==> src/rtl/load_store_unit_pkg.sv <==
// Shared definitions for the load/store unit: RV32I funct3 width/sign codes
// and the LSU state encoding, used by both the core and the LSU.
package load_store_unit_pkg;

   localparam logic [2:0] F3_LB  = 3'b000;
   localparam logic [2:0] F3_LH  = 3'b001;
   localparam logic [2:0] F3_LW  = 3'b010;
   localparam logic [2:0] F3_LBU = 3'b100;
   localparam logic [2:0] F3_LHU = 3'b101;
   localparam logic [2:0] F3_SB  = 3'b000;
   localparam logic [2:0] F3_SH  = 3'b001;
   localparam logic [2:0] F3_SW  = 3'b010;

   typedef enum logic [1:0] {
      ST_IDLE = 2'd0,
      ST_REQ  = 2'd1,
      ST_RSP  = 2'd2,
      ST_DONE = 2'd3
   } lsu_state_t;

endpackage

==> src/rtl/lsu_align.sv <==
// Combinational lane steering for the load/store unit.
//   is_store, funct3, addr_lo : operation being classified
//   wdata                     : store data (rs2)
//   mem_rdata                 : raw read word from memory
//   misaligned                : alignment fault or illegal funct3 for the op
//   wstrb, wdata_lanes        : store byte strobes and lane-replicated data
//   rdata_ext                 : selected byte/halfword, sign/zero-extended
module lsu_align
   import load_store_unit_pkg::*;
(
   input  logic        is_store,
   input  logic [2:0]  funct3,
   input  logic [1:0]  addr_lo,
   input  logic [31:0] wdata,
   input  logic [31:0] mem_rdata,
   output logic        misaligned,
   output logic [3:0]  wstrb,
   output logic [31:0] wdata_lanes,
   output logic [31:0] rdata_ext
);

   logic [7:0]  byte_sel;
   logic [15:0] half_sel;

   assign byte_sel = mem_rdata[{addr_lo, 3'b000} +: 8];
   assign half_sel = mem_rdata[{addr_lo[1], 4'b0000} +: 16];

   always_comb begin
      misaligned  = 1'b0;
      wstrb       = 4'b1111;
      wdata_lanes = wdata;
      rdata_ext   = mem_rdata;
      case (funct3)
         F3_LB: begin
            wstrb       = 4'b0001 << addr_lo;
            wdata_lanes = {4{wdata[7:0]}};
            rdata_ext   = {{24{byte_sel[7]}}, byte_sel};
         end
         F3_LH: begin
            misaligned  = addr_lo[0];
            wstrb       = 4'b0011 << addr_lo;
            wdata_lanes = {2{wdata[15:0]}};
            rdata_ext   = {{16{half_sel[15]}}, half_sel};
         end
         F3_LW: begin
            misaligned  = |addr_lo;
         end
         // unsigned variants exist only for loads
         F3_LBU: begin
            misaligned  = is_store;
            rdata_ext   = {24'h0, byte_sel};
         end
         F3_LHU: begin
            misaligned  = is_store | addr_lo[0];
            rdata_ext   = {16'h0, half_sel};
         end
         default: begin
            misaligned  = 1'b1;
         end
      endcase
   end

endmodule

==> src/rtl/load_store_unit.sv <==
// Single-outstanding load/store unit between execute stage and data memory.
//   i_clk, i_rst_n (sync, active-low)
//   i_valid/o_ready, i_is_store, i_funct3, i_addr, i_wdata : request from execute
//   o_mem_valid/i_mem_ready, o_mem_addr/we/wstrb/wdata    : memory request
//   i_mem_rvalid, i_mem_rdata                             : memory read response
//   o_done, o_rdata, o_misaligned                         : completion to core
//
// state | meaning
// IDLE  | ready for a new operation
// REQ   | memory request presented, waiting for i_mem_ready
// RSP   | load issued, waiting for i_mem_rvalid
// DONE  | one-cycle completion pulse (o_done)
module load_store_unit
   import load_store_unit_pkg::*;
(
   input  logic        i_clk,
   input  logic        i_rst_n,
   input  logic        i_valid,
   output logic        o_ready,
   input  logic        i_is_store,
   input  logic [2:0]  i_funct3,
   input  logic [31:0] i_addr,
   input  logic [31:0] i_wdata,
   output logic        o_mem_valid,
   input  logic        i_mem_ready,
   output logic [31:0] o_mem_addr,
   output logic        o_mem_we,
   output logic [3:0]  o_mem_wstrb,
   output logic [31:0] o_mem_wdata,
   input  logic        i_mem_rvalid,
   input  logic [31:0] i_mem_rdata,
   output logic        o_done,
   output logic [31:0] o_rdata,
   output logic        o_misaligned
);

   lsu_state_t  state;
   logic        is_store_q;
   logic [2:0]  funct3_q;
   logic [1:0]  addr_lo_q;

   logic        sel_is_store;
   logic [2:0]  sel_funct3;
   logic [1:0]  sel_addr_lo;
   logic        al_misaligned;
   logic [3:0]  al_wstrb;
   logic [31:0] al_wdata;
   logic [31:0] al_rdata;

   // One aligner serves both directions: it classifies the live request in
   // IDLE and extracts load data from the captured request afterwards.
   assign sel_is_store = (state == ST_IDLE) ? i_is_store : is_store_q;
   assign sel_funct3   = (state == ST_IDLE) ? i_funct3   : funct3_q;
   assign sel_addr_lo  = (state == ST_IDLE) ? i_addr[1:0] : addr_lo_q;

   lsu_align u_align (
      .is_store    (sel_is_store),
      .funct3      (sel_funct3),
      .addr_lo     (sel_addr_lo),
      .wdata       (i_wdata),
      .mem_rdata   (i_mem_rdata),
      .misaligned  (al_misaligned),
      .wstrb       (al_wstrb),
      .wdata_lanes (al_wdata),
      .rdata_ext   (al_rdata)
   );

   assign o_ready = (state == ST_IDLE);

   always_ff @(posedge i_clk) begin
      if (!i_rst_n) begin
         state        <= ST_IDLE;
         is_store_q   <= 1'b0;
         funct3_q     <= 3'b000;
         addr_lo_q    <= 2'b00;
         o_mem_valid  <= 1'b0;
         o_mem_addr   <= 32'h0;
         o_mem_we     <= 1'b0;
         o_mem_wstrb  <= 4'b0000;
         o_mem_wdata  <= 32'h0;
         o_done       <= 1'b0;
         o_rdata      <= 32'h0;
         o_misaligned <= 1'b0;
      end else begin
         o_done <= 1'b0;
         case (state)
            ST_IDLE: begin
               if (i_valid) begin
                  is_store_q <= i_is_store;
                  funct3_q   <= i_funct3;
                  addr_lo_q  <= i_addr[1:0];
                  o_mem_addr <= {i_addr[31:2], 2'b00};
                  o_mem_wdata <= al_wdata;
                  if (al_misaligned) begin
                     state        <= ST_DONE;
                     o_done       <= 1'b1;
                     o_misaligned <= 1'b1;
                     o_mem_we     <= 1'b0;
                     o_mem_wstrb  <= 4'b0000;
                  end else begin
                     state        <= ST_REQ;
                     o_mem_valid  <= 1'b1;
                     o_misaligned <= 1'b0;
                     o_mem_we     <= i_is_store;
                     o_mem_wstrb  <= i_is_store ? al_wstrb : 4'b0000;
                  end
               end
            end
            ST_REQ: begin
               if (i_mem_ready) begin
                  o_mem_valid <= 1'b0;
                  if (is_store_q) begin
                     state  <= ST_DONE;
                     o_done <= 1'b1;
                  end else begin
                     state <= ST_RSP;
                  end
               end
            end
            ST_RSP: begin
               if (i_mem_rvalid) begin
                  o_rdata <= al_rdata;
                  state   <= ST_DONE;
                  o_done  <= 1'b1;
               end
            end
            ST_DONE: begin
               state        <= ST_IDLE;
               o_misaligned <= 1'b0;
            end
            default: begin
               state <= ST_IDLE;
            end
         endcase
      end
   end

endmodule

==> config.mk <==
export PLATFORM = sky130hd
export DESIGN_NAME = load_store_unit
export DESIGN_NICKNAME = d
export VERILOG_FILES = /design/src/rtl/load_store_unit_pkg.sv /design/src/rtl/lsu_align.sv /design/src/rtl/load_store_unit.sv
export SDC_FILE = /design/constraint.sdc
export NUM_CORES = 1
export LEC_CHECK = 0
export CAP_MARGIN = 20
export CORE_ASPECT_RATIO = 1.2
export CORE_MARGIN = 5
export CORE_UTILIZATION = 35
export DETAILED_ROUTE_END_ITERATION = 8
export GPL_TIMING_DRIVEN = 0
export PLACE_DENSITY_LB_ADDON = 0.1
export SYNTH_ARGS = -nofsm -noshare
export SYNTH_HDL_FRONTEND = slang
export SYNTH_SLANG_ARGS = --single-unit
==> constraint.sdc <==
create_clock -name i_clk -period 3.2 [get_ports i_clk]
set_input_delay 0.96 -clock i_clk [delete_from_list [all_inputs] [get_ports i_clk]]
set_output_delay 0.96 -clock i_clk [all_outputs]
set_load 0.005 [all_outputs]
==> results.py, run 1 <==
metrics = {
    "global_routing": {
        "grt_max_degree": 21,
        "grt_usage_pct": 20.8,
        "antenna_found_initial": 0,
        "grt_first_pass_wirelength_mm": 27.9,
        "grt-ovfl-total": 0,
        "grt_pass1_vias": 5196,
    },
    "die": {
        "ioPinCount": 210,
        "dieWidth_um": 118,
        "core_area_sq_um": 13800,
        "dieArea_sq_um": 16400,
        "rows": 47,
        "start_util_pct": 35.5,
        "die_y_um": 139,
    },
    "critical_path": {
        "path_max_fanout": 10,
        "cp-start-kind": "primary input",
        "r2r_slack_ns": 0.30,
        "r2r_start": "state[0]$_SDFFE_PN0P_",
        "cp_slowest_cell": "mux4_2",
        "crit_type": "primary input to flip-flop",
        "crit_required_ns": 3.44,
        "slowest_delay_ns": 0.59,
        "r2r-end": "o_rdata[10]$_SDFFE_PN0P_",
        "ff2ff_path_depth": 8,
        "path_buf_inv": 2,
        "crit_chain": "clkdlybuf4s50_1, mux2i_4, mux4_2, a21oi_4, o31a_4, buf_6, a21oi_1",
        "worstPathArrival_ns": 3.27,
        "crit_path_end_kind": "flip-flop",
        "crit_family": "multiplexers",
    },
    "min_path": {
        "min-delay-path-class": "flip-flop to flip-flop",
        "hold-path-endpoint": "o_mem_addr[15]$_SDFFE_PN0P_",
        "hold_depth": 2,
        "hp-start": "o_mem_addr[15]$_SDFFE_PN0P_",
    },
    "synth": {
        "ys_seq_area_share_pct": 45.1,
        "synth_edf_count": 0,
        "synth_ff_type": "dfxtp_1",
        "ys_ff_latch": 110,
        "yosysWarnings": 0,
        "synthCells": 604,
        "synth.distinct_cells": 48,
        "syn_avg_cell_area_sq_um": 8.08,
        "synthArstFlopShare_pct": 0,
        "netlist_area_sq_um": 4880,
    },
    "sta": {
        "finalMaxSlewViolations": 0,
        "fin_setup_tns_ns": 0,
        "skew_ns": 0.00749,
        "max_clock_freq_mhz": 330,
        "period_minus_slack_ns": 3.03,
        "relSlewSlack_pct": 26.5,
        "min_period_over_period_pct": 94.8,
        "rsz0062_at_grt": "false",
        "hold_viol_final": 0,
        "tightest_slew_ns": 1.07,
        "setup_viol": 0,
    },
    "drt": {
        "dr_total_vias": 5142,
        "detail_route.wl_per_cell_um": 17.7,
        "firstDrtPassIters": 5,
        "wl_mm": 17.7,
        "drc": 0,
        "viasPerCell": 5.16,
        "initialDrtViolationCount": 241,
        "drtAntennaViolNets": 0,
    },
    "final_layout": {
        "area_growth_syn_to_layout_pct": 52.6,
        "final_cell_mix": "clkdlybuf4s50_1 (205), nand2_1 (144), dfxtp_1 (110), a21oi_1 (92), o21ai_0 (54)",
        "mostFrequentLayoutCell": "clkdlybuf4s50_1",
        "fillCellCount": 1355,
        "stdcell_count": 997,
        "antenna_cells": 0,
        "drive_above_1_share_pct": 5.08,
        "nNetsFinal": 931,
    },
    "clocking": {
        "cts_buffers": 9,
        "cts_tree": "done",
        "cts_hold_buf": 0,
        "cts_resized": 0,
        "clk_root_buffer_cell": "clkbuf_16",
        "htreeDepth": 3,
        "post-cts-setup-buffer-count": 0,
        "cts.path.max_buffers": 2,
        "path_clk_slew_ns": 0.08,
        "insertion_delay_ns": 0.35,
        "clock-sinks": 110,
    },
    "power_and_ir_drop": {
        "p_leak_nw": 2.74,
        "peakVddDrop_v": 0.000326,
        "p_per_area_nw_per_um2": 723,
        "power_frac_comb_pct": 45.0,
        "switching_share_pct": 37.0,
        "power_frac_seq_pct": 34.6,
        "p_clk_share_pct": 20.4,
        "switching_power_mw": 1.99,
        "internal-power_mw": 3.40,
    },
    "run_status": {
        "status": "completed",
    },
    "placement": {
        "post-dp-hpwl_mm": 13.8,
        "place.gp.congestion": 0.865,
        "portBuffers": 205,
        "dpl.cell_count": 981,
    },
    "flow_run": {
        "cap_violations": 0,
    },
}
-- sequential cells by signal (all words and copies together), names as in the netlist --
| name | count |
|---|---|
| o_mem_we | 1 |
| funct3_q | 3 |
| addr_lo_q | 2 |
| o_mem_addr | 30 |
| state | 2 |
| is_store_q | 1 |
| o_done | 1 |
| o_mem_wdata | 32 |
| o_misaligned | 1 |
| o_mem_valid | 1 |
| o_rdata | 32 |
| o_mem_wstrb | 4 |
-- how the worst max path moves through the flow --
stage           startpoint                            to  cells past startpoint
2_1_floorplan    i_addr[0]      o_rdata[16]$_SDFFE_PN0P_                      6
4_1_cts          i_addr[0]      o_rdata[25]$_SDFFE_PN0P_                      7
6_report         i_addr[0]      o_rdata[25]$_SDFFE_PN0P_                      7
3_3_place_gp     i_addr[0]      o_rdata[25]$_SDFFE_PN0P_                      7
3_5_place_dp     i_addr[0]      o_rdata[25]$_SDFFE_PN0P_                      7
5_1_grt        i_funct3[0]  o_mem_wdata[29]$_SDFFE_PN0P_                      7
-- through the flow --
step / utilization [%] / total power, mW / area, sq um / setup WS [ns] / hold slack [ns]
finish: 54.2 / 5.39 / 7450 / 0.165 / 0.454
global route: 54.2 / 5.76 / 7450 / 0.0548 / 0.473
CTS: 54.1 / 5.42 / 7440 / 0.0944 / 0.454
detailed placement: 52.0 / 4.31 / 7150 / -0.277 / 0.443
global placement: 52.0 / 4.26 / 7150 / -0.209 / 0.441
floorplan: - / 3.14 / 4890 / 0.669 / 0.448
-- worst register-to-register path: cells and delay by family (launching register included) --
kind                     cells  cell delay (ns)
adder cells (fa/ha/maj)      1             0.19
buffers and inverters        3             0.54
AO/OA/AOI/OAI                2             0.47
flip-flops                   1             0.34
AND/OR/NAND/NOR              1             0.33
multiplexers                 1             0.90
-- cells in the mapped netlist (2+ instances only) --
master / n / area [sq um]
nor2_1: 23 / 86.3
a21oi_1: 92 / 460
buf_4: 5 / 37.5
o211ai_1: 8 / 60.1
and3_1: 2 / 12.5
nand3_1: 5 / 25.0
mux2i_1: 27 / 270
nor3_1: 12 / 60.1
a221oi_1: 2 / 17.5
and2_1: 4 / 25.0
mux2_2: 10 / 113
ha_1: 5 / 62.6
a21o_1: 2 / 15.0
nand3b_1: 2 / 15.0
a22oi_1: 7 / 52.6
o21ai_0: 54 / 270
a32o_1: 2 / 20.0
nand2_1: 144 / 541
inv_1: 5 / 18.8
a31o_2: 2 / 17.5
a311oi_1: 9 / 78.8
o221ai_1: 2 / 17.5
a211oi_1: 2 / 15.0
dfxtp_1: 110 / 2200
a31oi_1: 6 / 37.5
clkbuf_1: 39 / 146
nand2b_1: 2 / 12.5
-- layout make-up --
class / instances / area [sq um] / area share (%)
buffer: 46 / 200 / 2.69
inverter: 6 / 22.5 / 0.302
sequential: 110 / 2200 / 29.5
clock buffer: 9 / 225 / 3.02
clock inverter: 7 / 66.3 / 0.890
multi-input combinational: 443 / 2470 / 33.1
tap: 171 / 214 / 2.87
timing repair buffer: 205 / 2050 / 27.5
-- layer usage --
layer,up-vias,part of all wire [%],GRT usage (%)
li1,2547,-,-
met4,0,1.7,6.46
met1,2409,39,23.4
met2,169,51,37.0
met5,-,0,0
met3,17,7.7,7.14
-- power by group through the flow --
stage | combinational [mW] | clock (mW) | sequential [mW]
after floorplan | 1.25 | 0 | 1.89
after global placement | 2.38 | 0 | 1.88
after detailed placement | 2.42 | 0 | 1.89
after CTS | 2.43 | 1.12 | 1.86
after global routing | 2.67 | 1.19 | 1.90
final | 2.43 | 1.10 | 1.86
-- logic make-up after synthesis --
| group | count (synthesis) | share of synthesized area [%] |
|---|---|---|
| DFF | 110 | 45.1 |
| muxes | 39 | 8.59 |
| AOI/OAI and AO/OA | 198 | 23.8 |
| and+or+nand+nor | 199 | 16.6 |
| buffers and inverters | 52 | 4.56 |
| other | 1 | 0.0768 |
| adders and majority gates | 5 | 1.28 |
Power figures use the tool's default switching activity.
==> run 2, diff against run 1 <==
--- a/config.mk
+++ b/config.mk
@@ -12,6 +12,7 @@
 export DETAILED_ROUTE_END_ITERATION = 8
 export GPL_TIMING_DRIVEN = 0
 export PLACE_DENSITY_LB_ADDON = 0.1
+export SLEW_MARGIN = 20
 export SYNTH_ARGS = -nofsm -noshare
 export SYNTH_HDL_FRONTEND = slang
 export SYNTH_SLANG_ARGS = --single-unit
==> results of run 2 <==
Same layout as run 1: the final DEF is identical, and so are final timing and power.
